**src/rtl/pong_match_ctrl.sv**
```systemverilog
// Match sequencer for the paddle/ball game: phase FSM, score/lives/combo/level
// bookkeeping and the ball-move strobe whose period shrinks with speed level.
module pong_match_ctrl #(
    parameter int SERVE_DELAY     = 25000000,
    parameter int BASE_PERIOD     = 500000,
    parameter int STEP            = 50000,
    parameter int MIN_PERIOD      = 50000,
    parameter int LIVES           = 3,
    parameter int COMBO_PER_LEVEL = 5,
    parameter int LEVEL_MAX       = 9
) (
    input  logic        clk,
    input  logic        rst,
    input  logic        start,
    input  logic        pause,
    input  logic        hit,
    input  logic        miss,
    output logic [2:0]  state,
    output logic        play_en,
    output logic        ball_reset,
    output logic        move_tick,
    output logic [19:0] period,
    output logic [3:0]  level,
    output logic [7:0]  combo,
    output logic [7:0]  score,
    output logic [2:0]  lives,
    output logic        game_over
);

    typedef enum logic [2:0] {
        IDLE  = 3'd0,
        SERVE = 3'd1,
        PLAY  = 3'd2,
        PAUSE = 3'd3,
        OVER  = 3'd4
    } state_t;

    localparam int SW = (SERVE_DELAY > 1) ? $clog2(SERVE_DELAY) : 1;
    localparam logic [SW-1:0] SERVE_LOAD = SW'(SERVE_DELAY - 1);

    state_t         state_reg, state_next;
    logic [SW-1:0]  serve_reg, serve_next;
    logic [19:0]    tick_reg, tick_next;
    logic [19:0]    period_reg, period_next;
    logic [3:0]     level_reg, level_next;
    logic [7:0]     combo_reg, combo_next;
    logic [7:0]     score_reg, score_next;
    logic [2:0]     lives_reg, lives_next;
    logic           play_en_reg, play_en_next;
    logic           ball_reset_reg, ball_reset_next;
    logic           move_tick_reg, move_tick_next;
    logic           game_over_reg, game_over_next;

    logic           tick_wrap;
    logic [19:0]    tick_adv;
    logic [7:0]     combo_inc;

    // Underflow of BASE - level*STEP clamps to the floor rather than wrapping.
    function automatic logic [19:0] calc_period(input logic [3:0] lvl);
        logic [23:0] base;
        logic [23:0] dec;
        base = 24'(BASE_PERIOD);
        dec  = 24'(lvl) * 24'(STEP);
        if (dec >= base)
            return 20'(MIN_PERIOD);
        if ((base - dec) < 24'(MIN_PERIOD))
            return 20'(MIN_PERIOD);
        return 20'(base - dec);
    endfunction

    always_ff @(posedge clk or posedge rst) begin
        if (rst) begin
            state_reg      <= IDLE;
            serve_reg      <= '0;
            tick_reg       <= '0;
            period_reg     <= 20'(BASE_PERIOD);
            level_reg      <= '0;
            combo_reg      <= '0;
            score_reg      <= '0;
            lives_reg      <= '0;
            play_en_reg    <= 1'b0;
            ball_reset_reg <= 1'b0;
            move_tick_reg  <= 1'b0;
            game_over_reg  <= 1'b0;
        end else begin
            state_reg      <= state_next;
            serve_reg      <= serve_next;
            tick_reg       <= tick_next;
            period_reg     <= period_next;
            level_reg      <= level_next;
            combo_reg      <= combo_next;
            score_reg      <= score_next;
            lives_reg      <= lives_next;
            play_en_reg    <= play_en_next;
            ball_reset_reg <= ball_reset_next;
            move_tick_reg  <= move_tick_next;
            game_over_reg  <= game_over_next;
        end
    end

    always_comb begin
        state_next      = state_reg;
        serve_next      = serve_reg;
        tick_next       = tick_reg;
        level_next      = level_reg;
        combo_next      = combo_reg;
        score_next      = score_reg;
        lives_next      = lives_reg;
        ball_reset_next = 1'b0;
        move_tick_next  = 1'b0;

        tick_wrap = (tick_reg >= period_reg - 20'd1);
        tick_adv  = tick_wrap ? 20'd0 : tick_reg + 20'd1;
        combo_inc = (combo_reg == 8'hFF) ? combo_reg : combo_reg + 8'd1;

        case (state_reg)
            IDLE, OVER: begin
                if (start) begin
                    state_next      = SERVE;
                    lives_next      = 3'(LIVES);
                    score_next      = '0;
                    combo_next      = '0;
                    level_next      = '0;
                    serve_next      = SERVE_LOAD;
                    ball_reset_next = 1'b1;
                end
            end
            SERVE: begin
                if (serve_reg == '0) begin
                    state_next = PLAY;
                    tick_next  = '0;
                end else begin
                    serve_next = serve_reg - 1'b1;
                end
            end
            PLAY: begin
                // miss beats hit, and either beats pause in the same cycle
                if (miss) begin
                    combo_next = '0;
                    level_next = '0;
                    tick_next  = '0;
                    if (lives_reg <= 3'd1) begin
                        lives_next = '0;
                        state_next = OVER;
                    end else begin
                        lives_next      = lives_reg - 3'd1;
                        state_next      = SERVE;
                        serve_next      = SERVE_LOAD;
                        ball_reset_next = 1'b1;
                    end
                end else if (hit) begin
                    score_next = (score_reg == 8'hFF) ? score_reg : score_reg + 8'd1;
                    combo_next = combo_inc;
                    if ((combo_inc != 8'd0) &&
                        ((32'(combo_inc) % 32'(COMBO_PER_LEVEL)) == 32'd0) &&
                        (level_reg < 4'(LEVEL_MAX))) begin
                        level_next = level_reg + 4'd1;
                        tick_next  = '0;
                    end else begin
                        tick_next      = tick_adv;
                        move_tick_next = tick_wrap;
                    end
                end else if (pause) begin
                    state_next = PAUSE;
                end else begin
                    tick_next      = tick_adv;
                    move_tick_next = tick_wrap;
                end
            end
            PAUSE: begin
                if (pause)
                    state_next = PLAY;
            end
            default: state_next = IDLE;
        endcase
    end

    assign period_next    = calc_period(level_next);
    assign play_en_next   = (state_next == PLAY);
    assign game_over_next = (state_next == OVER);

    assign state      = state_reg;
    assign play_en    = play_en_reg;
    assign ball_reset = ball_reset_reg;
    assign move_tick  = move_tick_reg;
    assign period     = period_reg;
    assign level      = level_reg;
    assign combo      = combo_reg;
    assign score      = score_reg;
    assign lives      = lives_reg;
    assign game_over  = game_over_reg;

endmodule

```
**config.mk**
```make
export PLATFORM = sky130hd
export DESIGN_NAME = pong_match_ctrl
export DESIGN_NICKNAME = d
export VERILOG_FILES = /design/src/rtl/pong_match_ctrl.sv
export SDC_FILE = /design/constraint.sdc
export NUM_CORES = 1
export LEC_CHECK = 0
export CORE_MARGIN = 2
export CORE_UTILIZATION = 54
export DETAILED_ROUTE_END_ITERATION = 10
export GPL_ROUTABILITY_DRIVEN = 0
export PLACE_DENSITY_LB_ADDON = 0.2
export SYNTH_ARGS = -nofsm -noshare
export SYNTH_HDL_FRONTEND = slang
export SYNTH_SLANG_ARGS = --single-unit
```
**constraint.sdc**
```tcl
create_clock -name clk -period 8 [get_ports clk]
set_clock_uncertainty 0.1 [all_clocks]
set_input_delay 1.2 -clock clk [delete_from_list [all_inputs] [get_ports clk]]
set_output_delay 1.2 -clock clk [all_outputs]
set_load 0.05 [all_outputs]
```
==> results of run 1 <==
==> cell families after synthesis <==
| group | Yosys count | synth area share |
|---|---|---|
| other cells | 1 | 0.000532 |
| fa+ha+maj | 48 | 0.0857 |
| xor+xnor | 51 | 0.0633 |
| buf+inv | 66 | 0.0383 |
| mux | 10 | 0.0145 |
| simple gates | 352 | 0.255 |
| compound gates | 231 | 0.218 |
| flops | 91 | 0.324 |
==> power by group <==
group	internal [W]	switching, W
clock	0.000221	0.000181
combinational	0.000105	0.000173
sequential	0.000501	0.0000470
==> path summary, 6_finish.rpt <==
kind	depth (start not counted)	slack, ps	to
worst max-delay path	33	50	period[14]
worst min-delay path	1	390	serve_reg[0]
worst max register to register	33	50	period[14]
worst min register to register	1	390	serve_reg[0]
max in group asynchronous	3	5470	combo[4]
min in group asynchronous	2	1160	serve_reg[19]
==> worst max-delay path, delay by kind of cell, from the launching register on <==
kind,cells,cell delay [ps]
buf+inv,6,980
simple gates,12,3230
fa+ha+maj,4,790
xor+xnor,1,230
compound gates,10,2040
flops,1,460
==> stage by stage <==
| step | cells | utilization | hold WS (ps) |
|---|---|---|---|
| 6_report | 1103 | 0.695 | 389 |
| 4_1_cts | 1093 | 0.657 | 388 |
| 2_1_floorplan | 854 | - | 349 |
| 3_3_place_gp | 1074 | 0.627 | 373 |
| 5_1_grt | 1103 | 0.695 | 416 |
| 3_5_place_dp | 1074 | 0.627 | 379 |
==> routing by layer <==
layer,GRT usage,share of wire
met1,0.357,0.43
met2,0.445,0.49
met3,0.0285,0.054
met4,0.0776,0.026
met5,0,0
==> cell usage after synthesis, types with 24 or more instances <==
master,n
nand2_1,81
clkbuf_1,24
xnor2_1,31
o21ai_0,86
nor3_1,38
nand3_1,29
ha_1,45
a21oi_1,30
nor2_1,77
inv_1,29
dfrtp_1,84
==> timing repair <==
| item | in CTS | in global routing |
|---|---|---|
| endpoints found under the hold margin | 0 | 0 |
| buffers inserted | 4 | 8 |
| endpoints found under the setup margin | 12 | 15 |
| gates resized for setup | 16 | 76 |
| pin swaps | 4 | 32 |
| cloned | 0 | 2 |
==> area by class of cell <==
cell class	instances	area (sq um)	area share
clock buffer	11	243	0.0276
clock inverter	4	33.8	0.00384
inverter	31	118	0.0134
multi-input combinational	698	5040	0.572
sequential	91	2300	0.261
tap	172	215	0.0244
timing repair buffer	96	860	0.0977
==> results.sh, run 1 <==
export IMPL_diodes=0
export IMPL_arrival_ps=8060
export IMPL_grt_pass1_vias=6428
export IMPL_holdCritPathClass="flop to flop"
export IMPL_finish_net_count=979
export IMPL_fmax_mhz=126
export IMPL_status="finished clean"
export IMPL_layout_setup_ws_ps=47.7
export IMPL_yosys_register_bits=91
export IMPL_fin_crit_ps=7950
export IMPL_syn_area_sq_mm=0.00705
export IMPL_max_stage_delay_ps=560
export IMPL_cp_slowest_cell="or4_1"
export IMPL_start_util=0.557
export IMPL_timing_critical_path_to_type="flop"
export IMPL_mostFrequentLayoutCells="80 x o21ai_0, 76 x nand2_1, 76 x dfrtp_1, 72 x nor2_1, 51 x clkdlybuf4s50_1"
export IMPL_syn_avg_cell_area_sq_um=8.30
export IMPL_rsz0062_at_grt="yes"
export IMPL_overflow=0
export IMPL_worst_setup_path_startpoint="combo[0]"
export IMPL_peakVddDrop_v=0.000108
export IMPL_start_kind="flop"
export IMPL_required_ps=8110
export IMPL_min_period_over_period=0.994
export IMPL_die_h_um=118
export IMPL_dieArea_sq_mm=0.0140
export IMPL_grt_max_degree=55
export IMPL_synth_edf_count=0
export IMPL_worstPathMaxFanout=10
export IMPL_ys_dominant_reg_cell="dfrtp_1"
export IMPL_hp_start="serve_reg[0]"
export IMPL_yosysWarnings=0
export IMPL_worstSetupPathType="flop to flop"
export IMPL_dr_first_iter_drc_count=667
export IMPL_largest_register_ffs=25
export IMPL_slew_violations=0
export IMPL_die_w_um=118
export IMPL_hold_viol=0
export IMPL_synthTopCellsByArea="dfrtp_1 30%, ha_1 8.0%, o21ai_0 6.1%"
export IMPL_wl_mm=19.9
export IMPL_r2r_start="combo[0]"
export IMPL_vias=7080
export IMPL_nFillCells=971
export IMPL_grt_total_usage=0.263
export IMPL_tightest_slew_ps=1180
export IMPL_setup_viol=0
export IMPL_yosys_area_top_type="dfrtp_1"
export IMPL_final_common_cell="o21ai_0"
export IMPL_cts_tree="yes"
export IMPL_first_pass_iters=5
export IMPL_cts_buffers=9
export IMPL_dp_hpwl_mm=13.7
export IMPL_clk_pin_slew_ps=70
export IMPL_ant_nets=0
export IMPL_seq_area_frac_synth=0.324
export IMPL_p_leak_nw=3.65
export IMPL_grt_first_pass_wirelength_mm=31.1
export IMPL_area_delta_synth_final_pct=24.8
export IMPL_synth_distinct_cells=85
export IMPL_fin_setup_tns_ps=0
export IMPL_fin_area_sq_mm=0.00880
export IMPL_boundaryPins=56
export IMPL_avgRoutedWirePerCell_um=18.0
export IMPL_antenna_found_initial=0
export IMPL_cpMostUsedCell="buf_4"
export IMPL_row_count=41
export IMPL_clk_path_buf_depth=2
export IMPL_yosysTopAreaCellShare=0.298
export IMPL_synthCells=850
export IMPL_drc=0
export IMPL_clk_latency_ps=340
export IMPL_drive_gt1_frac=0.179
export IMPL_dp_slack_ps=-165
export IMPL_hold_buffers=0
export IMPL_routed_via_density=6.42
export IMPL_power_w=0.00123
export IMPL_maxCapViolations=0
export IMPL_p_per_area_mw_per_mm2=139
export IMPL_synth_async_reset_ratio=1.00
export IMPL_cts_htree_levels=3
export IMPL_design_core_area_sq_mm=0.0127
export IMPL_post_dp_cell_area_sq_mm=0.00794
export IMPL_portBuffers=51
export IMPL_cts_sinks=91
export IMPL_slew_headroom=0.210
export IMPL_cts_root_buf="clkbuf_16"
No activity file was read; power rests on OpenSTA's default activity.
==> inputs of run 2 (changes only) <==
--- a/config.mk
+++ b/config.mk
@@ -5,8 +5,7 @@
 export SDC_FILE = /design/constraint.sdc
 export NUM_CORES = 1
 export LEC_CHECK = 0
-export CORE_MARGIN = 2
-export CORE_UTILIZATION = 54
+export CORE_UTILIZATION = 60
 export DETAILED_ROUTE_END_ITERATION = 10
 export GPL_ROUTABILITY_DRIVEN = 0
 export PLACE_DENSITY_LB_ADDON = 0.2
==> constraint.sdc (replaced) <==
create_clock -name clk -period 7.38 [get_ports clk]
set_clock_uncertainty 0.1 [all_clocks]
set_input_delay 1.107 -clock clk [delete_from_list [all_inputs] [get_ports clk]]
set_output_delay 1.107 -clock clk [all_outputs]
set_load 0.05 [all_outputs]
==> results.sh, run 2 (same netlist as run 1, synthesis figures left out) <==
export IMPL_clk_path_buf_depth=2
export IMPL_cts_root_buf="clkbuf_16"
export IMPL_dr_first_iter_drc_count=1062
export IMPL_maxCapViolations=0
export IMPL_timing_critical_path_to_type="flop"
export IMPL_fin_crit_ps=7930
export IMPL_clk_latency_ps=350
export IMPL_power_w=0.00141
export IMPL_setup_viol=15
export IMPL_failed_checks="negative setup slack"
export IMPL_routed_via_density=6.84
export IMPL_final_common_cell="buf_4"
export IMPL_portBuffers=51
export IMPL_cts_htree_levels=3
export IMPL_wl_mm=24.3
export IMPL_fin_cells=1152
export IMPL_start_kind="flop"
export IMPL_slew_violations=0
export IMPL_arrival_ps=8060
export IMPL_drive_gt1_frac=0.270
export IMPL_cts_sinks=91
export IMPL_min_period_over_period=1.07
export IMPL_first_pass_iters=6
export IMPL_start_util=0.618
export IMPL_peakVddDrop_v=0.000172
export IMPL_dieArea_sq_mm=0.0122
export IMPL_holdCritPathClass="flop to flop"
export IMPL_cts_buffers=9
export IMPL_boundaryPins=56
export IMPL_die_w_um=110
export IMPL_nFillCells=628
export IMPL_cts_tree="yes"
export IMPL_p_leak_nw=4.12
export IMPL_finish_net_count=1056
export IMPL_grt_max_degree=51
export IMPL_vias=7879
export IMPL_row_count=39
export IMPL_area_delta_synth_final_pct=36.1
export IMPL_design_core_area_sq_mm=0.0114
export IMPL_mostFrequentLayoutCells="110 x buf_4, 79 x o21ai_0, 76 x dfrtp_1, 73 x nand2_1, 67 x nor2_1"
export IMPL_layout_setup_ws_ps=-550
export IMPL_avgRoutedWirePerCell_um=21.1
export IMPL_hold_viol=0
export IMPL_largest_register_ffs=25
export IMPL_slew_headroom=0.261
export IMPL_status="complete, but fails checks"
export IMPL_clk_pin_slew_ps=70
export IMPL_grt_pass1_vias=7496
export IMPL_required_ps=7510
export IMPL_multi_input_area_sq_mm=0.00524
export IMPL_tightest_slew_ps=1110
export IMPL_cpMostUsedCell="buf_4"
export IMPL_seqCellArea_sq_mm=0.00230
export IMPL_max_stage_delay_ps=450
export IMPL_overflow=0
export IMPL_cp_slowest_cell="dfrtp_2"
export IMPL_fmax_mhz=126
export IMPL_die_h_um=110
export IMPL_drc=0
export IMPL_diodes=0
export IMPL_ant_nets=0
export IMPL_placedCellCount=1104
export IMPL_worstSetupPathType="flop to flop"
export IMPL_grt_first_pass_wirelength_mm=35.9
export IMPL_hold_buffers=0
export IMPL_grt_total_usage=0.355
export IMPL_fin_util=0.841
export IMPL_dp_hpwl_mm=14.9
export IMPL_rsz0062_at_grt="yes"
export IMPL_antenna_found_initial=0
export IMPL_p_per_area_mw_per_mm2=147
export IMPL_worstPathMaxFanout=12
-- run 2: changes by cell type in the layout (fill, tap and decap cells not counted), sizes merged --
cell and delta:
clkdlybuf4s15 -1, buf +77, bufinv +1, clkbuf +2, inv -2, clkinv +1
-- run 2: path summary, 6_finish.rpt --
| kind | startpoint | to | slack, ps | cells after the start |
|---|---|---|---|---|
| min in group asynchronous | rst | tick_reg[3] | 1080 | 2 |
| setup / recovery | combo[4] | period[12] | -550 | 38 |
| hold / removal | serve_reg[13] | serve_reg[13] | 410 | 2 |
| setup reg to reg | combo[4] | period[12] | -550 | 38 |
| max in group asynchronous | rst | combo[6] | 4990 | 3 |
| hold reg to reg | serve_reg[13] | serve_reg[13] | 410 | 2 |
-- run 2: timing repair --
action,in CTS,in global routing
cloned,1,1
pin swaps,32,24
setup buffers,16,15
resized for setup,38,68
endpoints found under the setup margin,15,15
-- run 2: through the flow --
step | setup TNS [ps] | hold slack (ps) | worst slack, ps | instance area (sq um)
6_report | -6150 | 414 | -550 | 9600
2_1_floorplan | -1490 | 349 | -254 | 7350
3_3_place_gp | -102 | 367 | -26.2 | 8520
4_1_cts | -55.0 | 421 | -26.3 | 9140
5_1_grt | -9460 | 433 | -726 | 9600
3_5_place_dp | -4380 | 401 | -381 | 8520
-- run 2: area by class of cell --
type	count	share of cell area
clock inverters	4	0.00534
flip-flops and latches	91	0.239
clock buffers	12	0.0257
repair buffers	173	0.153
well taps	143	0.0186
multi-input cells	698	0.546
inverters	31	0.0123
-- run 2: report_power, final --
part / leakage, nW / internal (W) / total, W / switching [W]
Clock: 0.143 / 0.000273 / 0.000465 / 0.000193
Sequential: 1.14 / 0.000543 / 0.000597 / 0.0000545
Combinational: 2.84 / 0.000134 / 0.000346 / 0.000212
Total: 4.12 / 0.000949 / 0.00141 / 0.000459
-- run 2: per-layer routing --
layer,global-route usage,share of wire,wire (um),up-vias
li1,-,-,-,3430
met1,0.432,0.37,9120,3737
met2,0.609,0.48,11800,539
met3,0.0477,0.076,1860,173
met4,0.193,0.065,1570,0
met5,0,0,0,-
-- run 2: critical path, delay by kind of cell (launching register included) --
kind                       cells  cell delay, ps
AOI/OAI and AO/OA             17            2850
buffers and inverters          7            1080
adders and majority gates      4            1110
DFF                            1             450
and+or+nand+nor               10            2190
==> inputs of run 3 (changes only) <==
--- a/config.mk
+++ b/config.mk
@@ -5,6 +5,7 @@
 export SDC_FILE = /design/constraint.sdc
 export NUM_CORES = 1
 export LEC_CHECK = 0
+export CAP_MARGIN = 30
 export CORE_UTILIZATION = 60
 export DETAILED_ROUTE_END_ITERATION = 10
 export GPL_ROUTABILITY_DRIVEN = 0
==> results.sh, run 3 (same netlist as run 1, synthesis figures left out) <==
export IMPL_diodes=0
export IMPL_path_delay_family="simple AND/OR/NAND/NOR gates"
export IMPL_p_leak_nw=4.15
export IMPL_vias=7830
export IMPL_clk_latency_ps=350
export IMPL_p_per_area_mw_per_mm2=148
export IMPL_cp_depth=34
export IMPL_cts_sinks=91
export IMPL_layout_setup_ws_ps=-442
export IMPL_tightest_slew_ps=1080
export IMPL_ff2ff_path_depth=34
export IMPL_worst_setup_path_startpoint="combo[0]"
export IMPL_grt_first_pass_wirelength_mm=34.8
export IMPL_final_common_cell="buf_4"
export IMPL_slew_violations=0
export IMPL_fin_util=0.839
export IMPL_fmax_mhz=128
export IMPL_drc=0
export IMPL_boundaryPins=56
export IMPL_dp_hpwl_mm=14.9
export IMPL_cp_endpoint="period[9]"
export IMPL_grt_max_degree=51
export IMPL_timing_critical_path_to_type="flop"
export IMPL_holdCritPathClass="flop to flop"
export IMPL_cpMostUsedCell="buf_4"
export IMPL_first_pass_iters=5
export IMPL_max_stage_delay_ps=600
export IMPL_critPathBufInv=6
export IMPL_rsz0062_at_grt="yes"
export IMPL_cts_buffers=9
export IMPL_status="complete, but fails checks"
export IMPL_cts_tree="yes"
export IMPL_r2r_slack_ps=-440
export IMPL_dieArea_sq_mm=0.0122
export IMPL_r2r_start="combo[0]"
export IMPL_area_delta_synth_final_pct=35.9
export IMPL_routed_via_density=6.75
export IMPL_row_count=39
export IMPL_finish_net_count=1064
export IMPL_arrival_ps=7940
export IMPL_slew_headroom=0.272
export IMPL_fin_crit_ps=7820
export IMPL_fin_cells=1160
export IMPL_ant_nets=0
export IMPL_antenna_found_initial=0
export IMPL_avgRoutedWirePerCell_um=20.1
export IMPL_design_core_area_sq_mm=0.0114
export IMPL_required_ps=7500
export IMPL_wl_mm=23.3
export IMPL_dp_slack_ps=-394
export IMPL_cp_slowest_cell="fa_2"
export IMPL_dr_first_iter_drc_count=797
export IMPL_cts_root_buf="clkbuf_16"
export IMPL_die_h_um=110
export IMPL_mostFrequentLayoutCells="119 x buf_4, 78 x o21ai_0, 76 x dfrtp_1, 72 x nand2_1, 68 x nor2_1"
export IMPL_rr_endpoint="period[9]"
export IMPL_clk_path_buf_depth=2
export IMPL_hold_buffers=0
export IMPL_start_util=0.618
export IMPL_placedCellCount=1105
export IMPL_die_w_um=110
export IMPL_largest_register_ffs=25
export IMPL_clk_pin_slew_ps=70
export IMPL_maxCapViolations=0
export IMPL_failed_checks="negative setup slack"
export IMPL_worstPathMaxFanout=8
export IMPL_cts_htree_levels=3
export IMPL_peakVddDrop_v=0.000163
export IMPL_setup_viol=15
export IMPL_min_period_over_period=1.06
export IMPL_worstSetupPathType="flop to flop"
export IMPL_overflow=0
export IMPL_drive_gt1_frac=0.269
export IMPL_portBuffers=51
export IMPL_grt_total_usage=0.343
export IMPL_hold_viol=0
export IMPL_grt_pass1_vias=7188
export IMPL_start_kind="flop"
export IMPL_fin_setup_tns_ps=-5090
[run 3: cell count changes in the layout (fill, tap and decap cells not counted), sizes merged]
cell    change
clkbuf      -2
buf        +10
o221a       -1
clkinv      +1
[run 3: worst min-delay path by stage]
stage | startpoint | endpoint | slack, ps | cells past startpoint
global route | serve_reg[0] | serve_reg[0] | 430 | 1
floorplan | serve_reg[0] | serve_reg[0] | 350 | 1
detailed placement | serve_reg[13] | serve_reg[13] | 400 | 2
global placement | serve_reg[0] | serve_reg[0] | 370 | 1
CTS | serve_reg[0] | serve_reg[0] | 420 | 1
finish | serve_reg[0] | serve_reg[0] | 410 | 1
[run 3: per-layer routing]
metal,track usage,vias to the layer above,part of all wire
li1,-,3444,-
met1,0.444,3704,0.38
met2,0.579,505,0.48
met3,0.0423,177,0.075
met4,0.144,0,0.063
met5,0,-,0
[run 3: cell type report]
cell class                 count  area [sq um]
inverter                      31           118
tap                          143           179
sequential                    91          2300
clock buffer                  11           253
multi-input combinational    697          5140
clock inverter                 5          60.1
fill                         646          1840
timing repair buffer         182          1530
[run 3: metrics by stage]
step	instance area, sq um	power [W]	hold WS, ps
2_1_floorplan	7350	0.000807	349
3_3_place_gp	8520	0.000885	367
3_5_place_dp	8530	0.000906	402
4_1_cts	9170	0.00139	419
5_1_grt	9580	0.00147	426
6_report	9580	0.00142	412
[run 3: repair_timing]
item / CTS / global route
endpoints found under the setup margin: 15 / 15
setup buffers: 20 / 19
resized for setup: 35 / 60
pin swaps: 31 / 51
cloned: 0 / 1
[run 3: where the power goes]
group          internal (W)  total [W]  leakage, nW  switching, W
Clock              0.000282   0.000484        0.152      0.000201
Combinational      0.000134   0.000340         2.86      0.000206
Sequential         0.000543   0.000597         1.14     0.0000546
